--- config.mk ---
export PLATFORM = sky130hd
export DESIGN_NAME = imem_load_ctrl_flat
export DESIGN_NICKNAME = d
export VERILOG_FILES = /design/src/rtl/imem_load_ctrl_if.sv /design/src/rtl/imem_load_ctrl.sv /design/src/flat_wrapper.sv
export SDC_FILE = /design/constraint.sdc
export NUM_CORES = 1
export LEC_CHECK = 0
export CAP_MARGIN = 20
export CORE_MARGIN = 1.5
export CORE_UTILIZATION = 30
export DETAILED_ROUTE_END_ITERATION = 12
export GPL_TIMING_DRIVEN = 0
export PLACE_DENSITY_LB_ADDON = 0.1
export SLEW_MARGIN = 20
export SYNTH_ARGS = -nofsm -noshare
export SYNTH_HDL_FRONTEND = slang
export SYNTH_SLANG_ARGS = --single-unit
--- constraint.sdc ---
create_clock -name clk -period 7.2 [get_ports clk]
set_input_delay 0.72 -clock clk [delete_from_list [all_inputs] [get_ports clk]]
set_output_delay 0.72 -clock clk [all_outputs]
set_load 0.02 [all_outputs]
--- src/rtl/imem_load_ctrl_if.sv ---
// Instruction-memory sharing bus: CPU fetch path, loader byte stream
// and instruction-memory read/write ports.
interface imem_load_ctrl_if #(
    parameter int ADDR_WIDTH = 8,
    parameter int DATA_WIDTH = 32
);
    logic                  LoadStart;
    logic [8:0]            LoadLen;
    logic                  ByteValid;
    logic [7:0]            ByteIn;
    logic                  ByteReady;
    logic                  LoadDone;
    logic                  CpuStall;
    logic [31:0]           FetchAddr;
    logic [DATA_WIDTH-1:0] Instruction;
    logic [31:0]           ImemRdAddr;
    logic [DATA_WIDTH-1:0] ImemInstr;
    logic                  ImemWrEn;
    logic [ADDR_WIDTH-1:0] ImemWrAddr;
    logic [DATA_WIDTH-1:0] ImemWrData;

    modport master (
        input  LoadStart, LoadLen, ByteValid, ByteIn,
        input  FetchAddr, ImemInstr,
        output ByteReady, LoadDone, CpuStall,
        output Instruction, ImemRdAddr,
        output ImemWrEn, ImemWrAddr, ImemWrData
    );

    modport slave (
        output LoadStart, LoadLen, ByteValid, ByteIn,
        output FetchAddr, ImemInstr,
        input  ByteReady, LoadDone, CpuStall,
        input  Instruction, ImemRdAddr,
        input  ImemWrEn, ImemWrAddr, ImemWrData
    );
endinterface

--- src/rtl/imem_load_ctrl.sv ---
// Shares the instruction memory between CPU fetch and a byte-stream
// program loader; the CPU is stalled while a load is in progress.
module imem_load_ctrl #(
    parameter int ADDR_WIDTH = 8,
    parameter int DATA_WIDTH = 32
) (
    input logic              clk,
    input logic              reset,
    imem_load_ctrl_if.master bus
);
    typedef enum logic [1:0] {
        RUN,
        LOAD,
        WRITE,
        DONE
    } state_t;

    state_t                state, state_n;
    logic [8:0]            len, len_n;
    logic [1:0]            bcnt, bcnt_n;
    logic [ADDR_WIDTH-1:0] waddr, waddr_n;
    logic [DATA_WIDTH-1:0] word, word_n;
    logic                  last;

    assign last = (9'(waddr) == len - 9'd1);

    always_ff @(posedge clk) begin
        if (reset) begin
            state <= RUN;
        end else begin
            state <= state_n;
        end
    end

    always_ff @(posedge clk) begin
        if (reset) begin
            len   <= '0;
            bcnt  <= '0;
            waddr <= '0;
            word  <= '0;
        end else begin
            len   <= len_n;
            bcnt  <= bcnt_n;
            waddr <= waddr_n;
            word  <= word_n;
        end
    end

    always_comb begin
        state_n = state;
        len_n   = len;
        bcnt_n  = bcnt;
        waddr_n = waddr;
        word_n  = word;
        unique case (state)
            RUN: begin
                if (bus.LoadStart && bus.LoadLen != 9'd0) begin
                    len_n   = (bus.LoadLen > 9'd256) ? 9'd256 : bus.LoadLen;
                    bcnt_n  = '0;
                    waddr_n = '0;
                    word_n  = '0;
                    state_n = LOAD;
                end
            end
            LOAD: begin
                // Shift in from the top so the first byte lands in [7:0].
                if (bus.ByteValid && bus.ByteReady) begin
                    word_n = {bus.ByteIn, word[DATA_WIDTH-1:8]};
                    bcnt_n = bcnt + 2'd1;
                    if (bcnt == 2'd3) begin
                        state_n = WRITE;
                    end
                end
            end
            WRITE: begin
                if (last) begin
                    state_n = DONE;
                end else begin
                    waddr_n = waddr + ADDR_WIDTH'(1);
                    bcnt_n  = '0;
                    state_n = LOAD;
                end
            end
            DONE: begin
                state_n = RUN;
            end
            default: begin
                state_n = RUN;
            end
        endcase
    end

    assign bus.ImemRdAddr  = bus.FetchAddr;
    assign bus.Instruction = (state == RUN) ? bus.ImemInstr : '0;
    assign bus.CpuStall    = (state != RUN);
    assign bus.ByteReady   = (state == LOAD);
    assign bus.ImemWrEn    = (state == WRITE);
    assign bus.LoadDone    = (state == DONE);
    assign bus.ImemWrAddr  = waddr;
    assign bus.ImemWrData  = word;
endmodule

--- src/flat_wrapper.sv ---
// flat-port wrapper written by rule: the top's interface ports become plain ports
module imem_load_ctrl_flat 
#(
    parameter int ADDR_WIDTH = 8,
    parameter int DATA_WIDTH = 32
)
  (clk, reset, bus_LoadStart, bus_LoadLen, bus_ByteValid, bus_ByteIn, bus_FetchAddr, bus_ImemInstr, bus_ByteReady, bus_LoadDone, bus_CpuStall, bus_Instruction, bus_ImemRdAddr, bus_ImemWrEn, bus_ImemWrAddr, bus_ImemWrData);
  imem_load_ctrl_if #(.ADDR_WIDTH(ADDR_WIDTH), .DATA_WIDTH(DATA_WIDTH)) bus_i ();
  input logic clk;
  input logic reset;
  input wire logic [$bits(bus_i.LoadStart)-1:0] bus_LoadStart;
  input wire logic [$bits(bus_i.LoadLen)-1:0] bus_LoadLen;
  input wire logic [$bits(bus_i.ByteValid)-1:0] bus_ByteValid;
  input wire logic [$bits(bus_i.ByteIn)-1:0] bus_ByteIn;
  input wire logic [$bits(bus_i.FetchAddr)-1:0] bus_FetchAddr;
  input wire logic [$bits(bus_i.ImemInstr)-1:0] bus_ImemInstr;
  output wire logic [$bits(bus_i.ByteReady)-1:0] bus_ByteReady;
  output wire logic [$bits(bus_i.LoadDone)-1:0] bus_LoadDone;
  output wire logic [$bits(bus_i.CpuStall)-1:0] bus_CpuStall;
  output wire logic [$bits(bus_i.Instruction)-1:0] bus_Instruction;
  output wire logic [$bits(bus_i.ImemRdAddr)-1:0] bus_ImemRdAddr;
  output wire logic [$bits(bus_i.ImemWrEn)-1:0] bus_ImemWrEn;
  output wire logic [$bits(bus_i.ImemWrAddr)-1:0] bus_ImemWrAddr;
  output wire logic [$bits(bus_i.ImemWrData)-1:0] bus_ImemWrData;
  assign bus_i.LoadStart = bus_LoadStart;
  assign bus_i.LoadLen = bus_LoadLen;
  assign bus_i.ByteValid = bus_ByteValid;
  assign bus_i.ByteIn = bus_ByteIn;
  assign bus_i.FetchAddr = bus_FetchAddr;
  assign bus_i.ImemInstr = bus_ImemInstr;
  assign bus_ByteReady = bus_i.ByteReady;
  assign bus_LoadDone = bus_i.LoadDone;
  assign bus_CpuStall = bus_i.CpuStall;
  assign bus_Instruction = bus_i.Instruction;
  assign bus_ImemRdAddr = bus_i.ImemRdAddr;
  assign bus_ImemWrEn = bus_i.ImemWrEn;
  assign bus_ImemWrAddr = bus_i.ImemWrAddr;
  assign bus_ImemWrData = bus_i.ImemWrData;
  imem_load_ctrl #(.ADDR_WIDTH(ADDR_WIDTH), .DATA_WIDTH(DATA_WIDTH)) u_core (.clk(clk), .reset(reset), .bus(bus_i));
endmodule
Yosys cells after proc, flatten, opt, wreduce, memory -nomap -nowiden
Cells that the tools add are included.
Word-level totals
  register bits: 53
  bits of input ports: 85
  output and inout bits: 108
  word-level logic and storage cells: 48
Operators by class
  add/sub/neg operators: 3
  $lt $le $gt $ge: 1
  equality and inequality tests: 9
  muxes and demuxes: 17
  reduce and logical (&&, ||, !) cells: 13
Operators by type and width (count)
  $mux W32: 3
  $pmux W32 S2: 1
  $mux W8: 2
  $pmux W8 S2: 1
  $mux W2: 7
  $eq A8 B9 Y1: 1
  $gt A9 B9 Y1 const B: 1
  $mux W9: 1
  $reduce_and A3 Y1: 3
  $reduce_bool A9 Y1: 1
  $sub A9 B1 Y9 const B: 1
  $add A8 B1 Y8 const B: 1
  $pmux W2 S4: 1
  $eq A2 B2 Y1 const B: 3
  $ne A2 B2 Y1 const B: 3
  $pmux W2 S3: 1
  $reduce_bool A2 Y1: 3
  $reduce_and A4 Y1: 1
  $reduce_bool A3 Y1: 1
  $add A2 B1 Y2 const B: 1
  $eq A2 B1 Y1 const B: 1
  $logic_and A1 B1 Y1: 2
  $logic_not A2 Y1: 1
  $ne A2 B1 Y1 const B: 1
  $reduce_and A2 Y1: 1

Depth between registers and ports, before layout
  depth in word-level cells: 4
  depth in mapped cells: 9
  depth with buffers taken out: 8

Least setup slack after synthesis
No wires, ideal clock.
  kind: register to register
  from: register u_core.len[0]
  to: register u_core.waddr[7], in the netlist u_core.bus.ImemWrAddr[7]
  data arrival time: 2.365 ns
  data required time: 7.070 ns
  setup slack: 4.705 ns
  stages on the path, launching flop included: 10
  buffers on the path: 1
  period minus slack after synthesis: 2.495 ns
  path through: dfxtp_1 > inv_1 > ha_1 > or4b_4 > xor2_1 > a41o_1 > o221a_4 > buf_2 > o41ai_1 > a21oi_1
On the way
  cells in the longest elaborated chain, start to end: 4
Ends and longest elaborated chain
  from (decl): RTL line imem_load_ctrl.sv:19  | logic [8:0] len, len_n;
  from (signal assigned): RTL line imem_load_ctrl.sv:42  | len <= len_n;
  $sub A9 B1 Y9: RTL line imem_load_ctrl.sv:25  | assign last = (9'(waddr) == len - 9'd1);
  $eq A8 B9 Y1: RTL line imem_load_ctrl.sv:25
  $ne A2 B2 Y1 (no line)
  $reduce_and A3 Y1 (no line)
  to (signal assigned): RTL line imem_load_ctrl.sv:44  | waddr <= waddr_n;
  to (decl): RTL line imem_load_ctrl.sv:21  | logic [ADDR_WIDTH-1:0] waddr, waddr_n;
Every way passes these cells.
A chain may end at the register's enable or synchronous reset.

Worst setup path after layout
  from: register u_core.state[0]
  to: output bus_ByteReady
On the way
  cells in the longest elaborated chain, start to end: 1
Ends and longest elaborated chain
  from (decl): RTL line imem_load_ctrl.sv:18  | state_t state, state_n;
  from (signal assigned): RTL line imem_load_ctrl.sv:31  | state <= state_n;
  $eq A2 B1 Y1: RTL line imem_load_ctrl.sv:96  | assign bus.ByteReady = (state == LOAD);
  to (decl): RTL line flat_wrapper.sv:17  | output wire logic [$bits(bus_i.ByteReady)-1:0] bus_ByteReady;
Every way passes these cells.

==> run metrics <==
Setup CP Type reg -> out; first-pass GRT wire length 14,200 um; Die Wd 102 um; CTS Hold Bufs 0; post-synthesis sequential area ratio 36.3%; detailed placement HPWL 7420 um; Synth Area in Compound Gates 14.9%; Final Cell Area 4800 um2; pwr/cell area 147 nW/um2; largest net degree at the start of global routing 17; largest family of logic cells by synthesized area simple AND/OR/NAND/NOR gates; TNS Setup 0 ps; Tot Pwr 0.000704 W; highest clock rate 0.307 GHz; maximum vdd drop 0.0711 mV; MaxCap Viol Count 0; fin crit share 45.3%; clk_skew 9.73 ps; largest cells by area after synthesis dfxtp_1 36%, buf_4 8.2%, and2_1 7.3%, a21oi_1 7.2%, nand3_1 6.2%; register area 1060 um2; Static Leak 1.73 nW; Final setup viols 0; CP Max Fanout 10; port bufs 160; RSZ-0062 raised after global routing no; CTS resizes 0; DRT Pass-1 Iters 4; GRT Total Usage 17.5%; Starting Density 31.3%; Synth Flop Type dfxtp_1; Hold WS 459 ps; Worst-Margin Slew 792 ps; Reg clk slew, reported paths 100 ps; Distinct cells, synth 41; share of post-route cells with drive strength above 1 8.67%; Yosys warnings 0; Final nets 629; most frequent cell after synthesis dfxtp_1; Num CTS Buffers 5; final routed DRC violation total 0; pre-CTS setup slack 4120 ps; fin worst setup slack 3940 ps; startpoint types flop; DP Area 4690 um2; Clk Latency, worst-skew pair 310 ps; clock buffer depth 2; Max H-tree Level 2; Post-Syn Instances 374; Syn-to-layout area delta 64.1%; register bit total from synthesis 53; mux contribution to synthesized area 1.03%; CP Data Arrival Time 2540 ps; Post-Synth Adder-Cell Area 1.28%; Core Box Area 9330 um2; Clock Sinks 53; post-CTS setup buffers 0; Antenna Cells 0; area leader, netlist dfxtp_1; WP data required 6480 ps; async set-reset flop share out of synthesis 0%; Final min period 3260 ps; DIE AREA 10,300 um2; routed len/inst 13.8 um; most frequent cells after synthesis 53 x dfxtp_1, 42 x a21oi_1, 39 x nand2_1; die height 102 um; Hold WC Path Type reg -> reg; Final Hold Vio Count 0; Synth top area share 36.3%; Core Rows 35; Fillers 922; I/O pin cnt 193; Post-synth EDFFs 0; Root Driver clkbuf_8; status finished, final reports clean; total gr overflow 0; relative slew slack 47.2%; DR iter-0 viols 152; Post-Synth XOR/XNOR Area 4.20%; mapped cell area 2920 um2; Post-Route WL 9290 um; vias 3,200; multi-input logic area 1510 um2; initial antenna violation count 0; Slew Viols, Final 0; critical path capture point type output pin; post-route ant nets 0; syn_nets 462; vias in the first global route 2,942; number of vias per cell 4.77; routability cong. 0.788; CTS tree yes; average cell area after synthesis 7.81 um2; Post-Synth Simple-Gate Area 30.3%
==> metal layers <==
metal | wire (um) | part of all wire (%) | GRT usage, %
met5 | 0 | 0 | 0
met4 | 123 | 1.3 | 4.81
met3 | 784 | 8.4 | 3.86
met2 | 4560 | 49 | 30.7
met1 | 3820 | 41 | 21.5
==> state kept, by name (all words and copies together), names as in the netlist <==
register,cells
u_core.bus.ImemWrData,32
u_core.len,9
u_core.bus.ImemWrAddr,8
u_core.bcnt,2
u_core.state,2
==> cells in the final DEF (no fill, tap or decap), types with 3 or more instances in the layout <==
cell type and count:
nor2b_1 8, buf_4 32, nor4_1 5, nand2_1 39
clkbuf_8 5, or3_1 3, or2_2 3, a211oi_1 3
buf_1 4, or4_1 3, nand3_1 36, nand2b_1 3
o21ai_0 6, xor2_1 6, dfxtp_1 53, xnor2_1 8
a31oi_1 10, inv_1 5, ha_1 3, a21oi_1 42
clkdlybuf4s50_1 160, and2_1 34, mux2i_1 3, nor2_1 18
clkbuf_1 20, o31ai_1 3, nor3_1 5
==> path summary, 6_finish.rpt <==
kind / depth (start not counted) / startpoint / end / slack, ps
worst min-delay path: 2 / u_core.bus.ImemWrData[0] / u_core.bus.ImemWrData[0] / 460
worst min register to register: 2 / u_core.bus.ImemWrData[0] / u_core.bus.ImemWrData[0] / 460
worst max-delay path: 5 / u_core.state[0] / bus_ByteReady / 3940
worst max register to register: 9 / u_core.len[0] / u_core.bus.ImemWrAddr[7] / 4370
==> cells by family after synthesis <==
kind of cell | after synthesis
flip-flops | 53
multiplexers | 3
buffers and inverters | 61
AND/OR/NAND/NOR | 167
adder cells (fa/ha/maj) | 3
AO/OA/AOI/OAI | 73
XOR/XNOR | 14
==> through the flow <==
stage,util (%),instances
3_5_place_dp,50.2,663
5_1_grt,51.4,671
2_1_floorplan,-,374
6_report,51.4,671
3_3_place_gp,50.2,663
4_1_cts,51.4,671
==> worst max-delay path, stage by stage (launching register included) <==
cell and delay, ps:
dfxtp_1 320, clkbuf_1 300, nor2b_1 180, clkbuf_1 350, clkbuf_1 400, clkdlybuf4s50_1 690
==> area by class of cell <==
cell class                      count  area share [%]
Multi-Input combinational cell    260            31.5
Sequential cell                    53            22.1
Tap cell                          129            3.36
Timing Repair Buffer              160            33.4
Clock inverter                      2           0.809
Clock buffer                        6            1.51
Buffer                             56            6.91
Inverter                            5           0.391
==> where the power goes <==
part | internal [W] | switching (W) | leakage (nW)
sequential | 0.000298 | 0.00000550 | 0.429
clock | 0.000105 | 0.000102 | 0.0554
combinational | 0.000100 | 0.0000946 | 1.25
No activity file was read; power rests on OpenSTA's default activity.
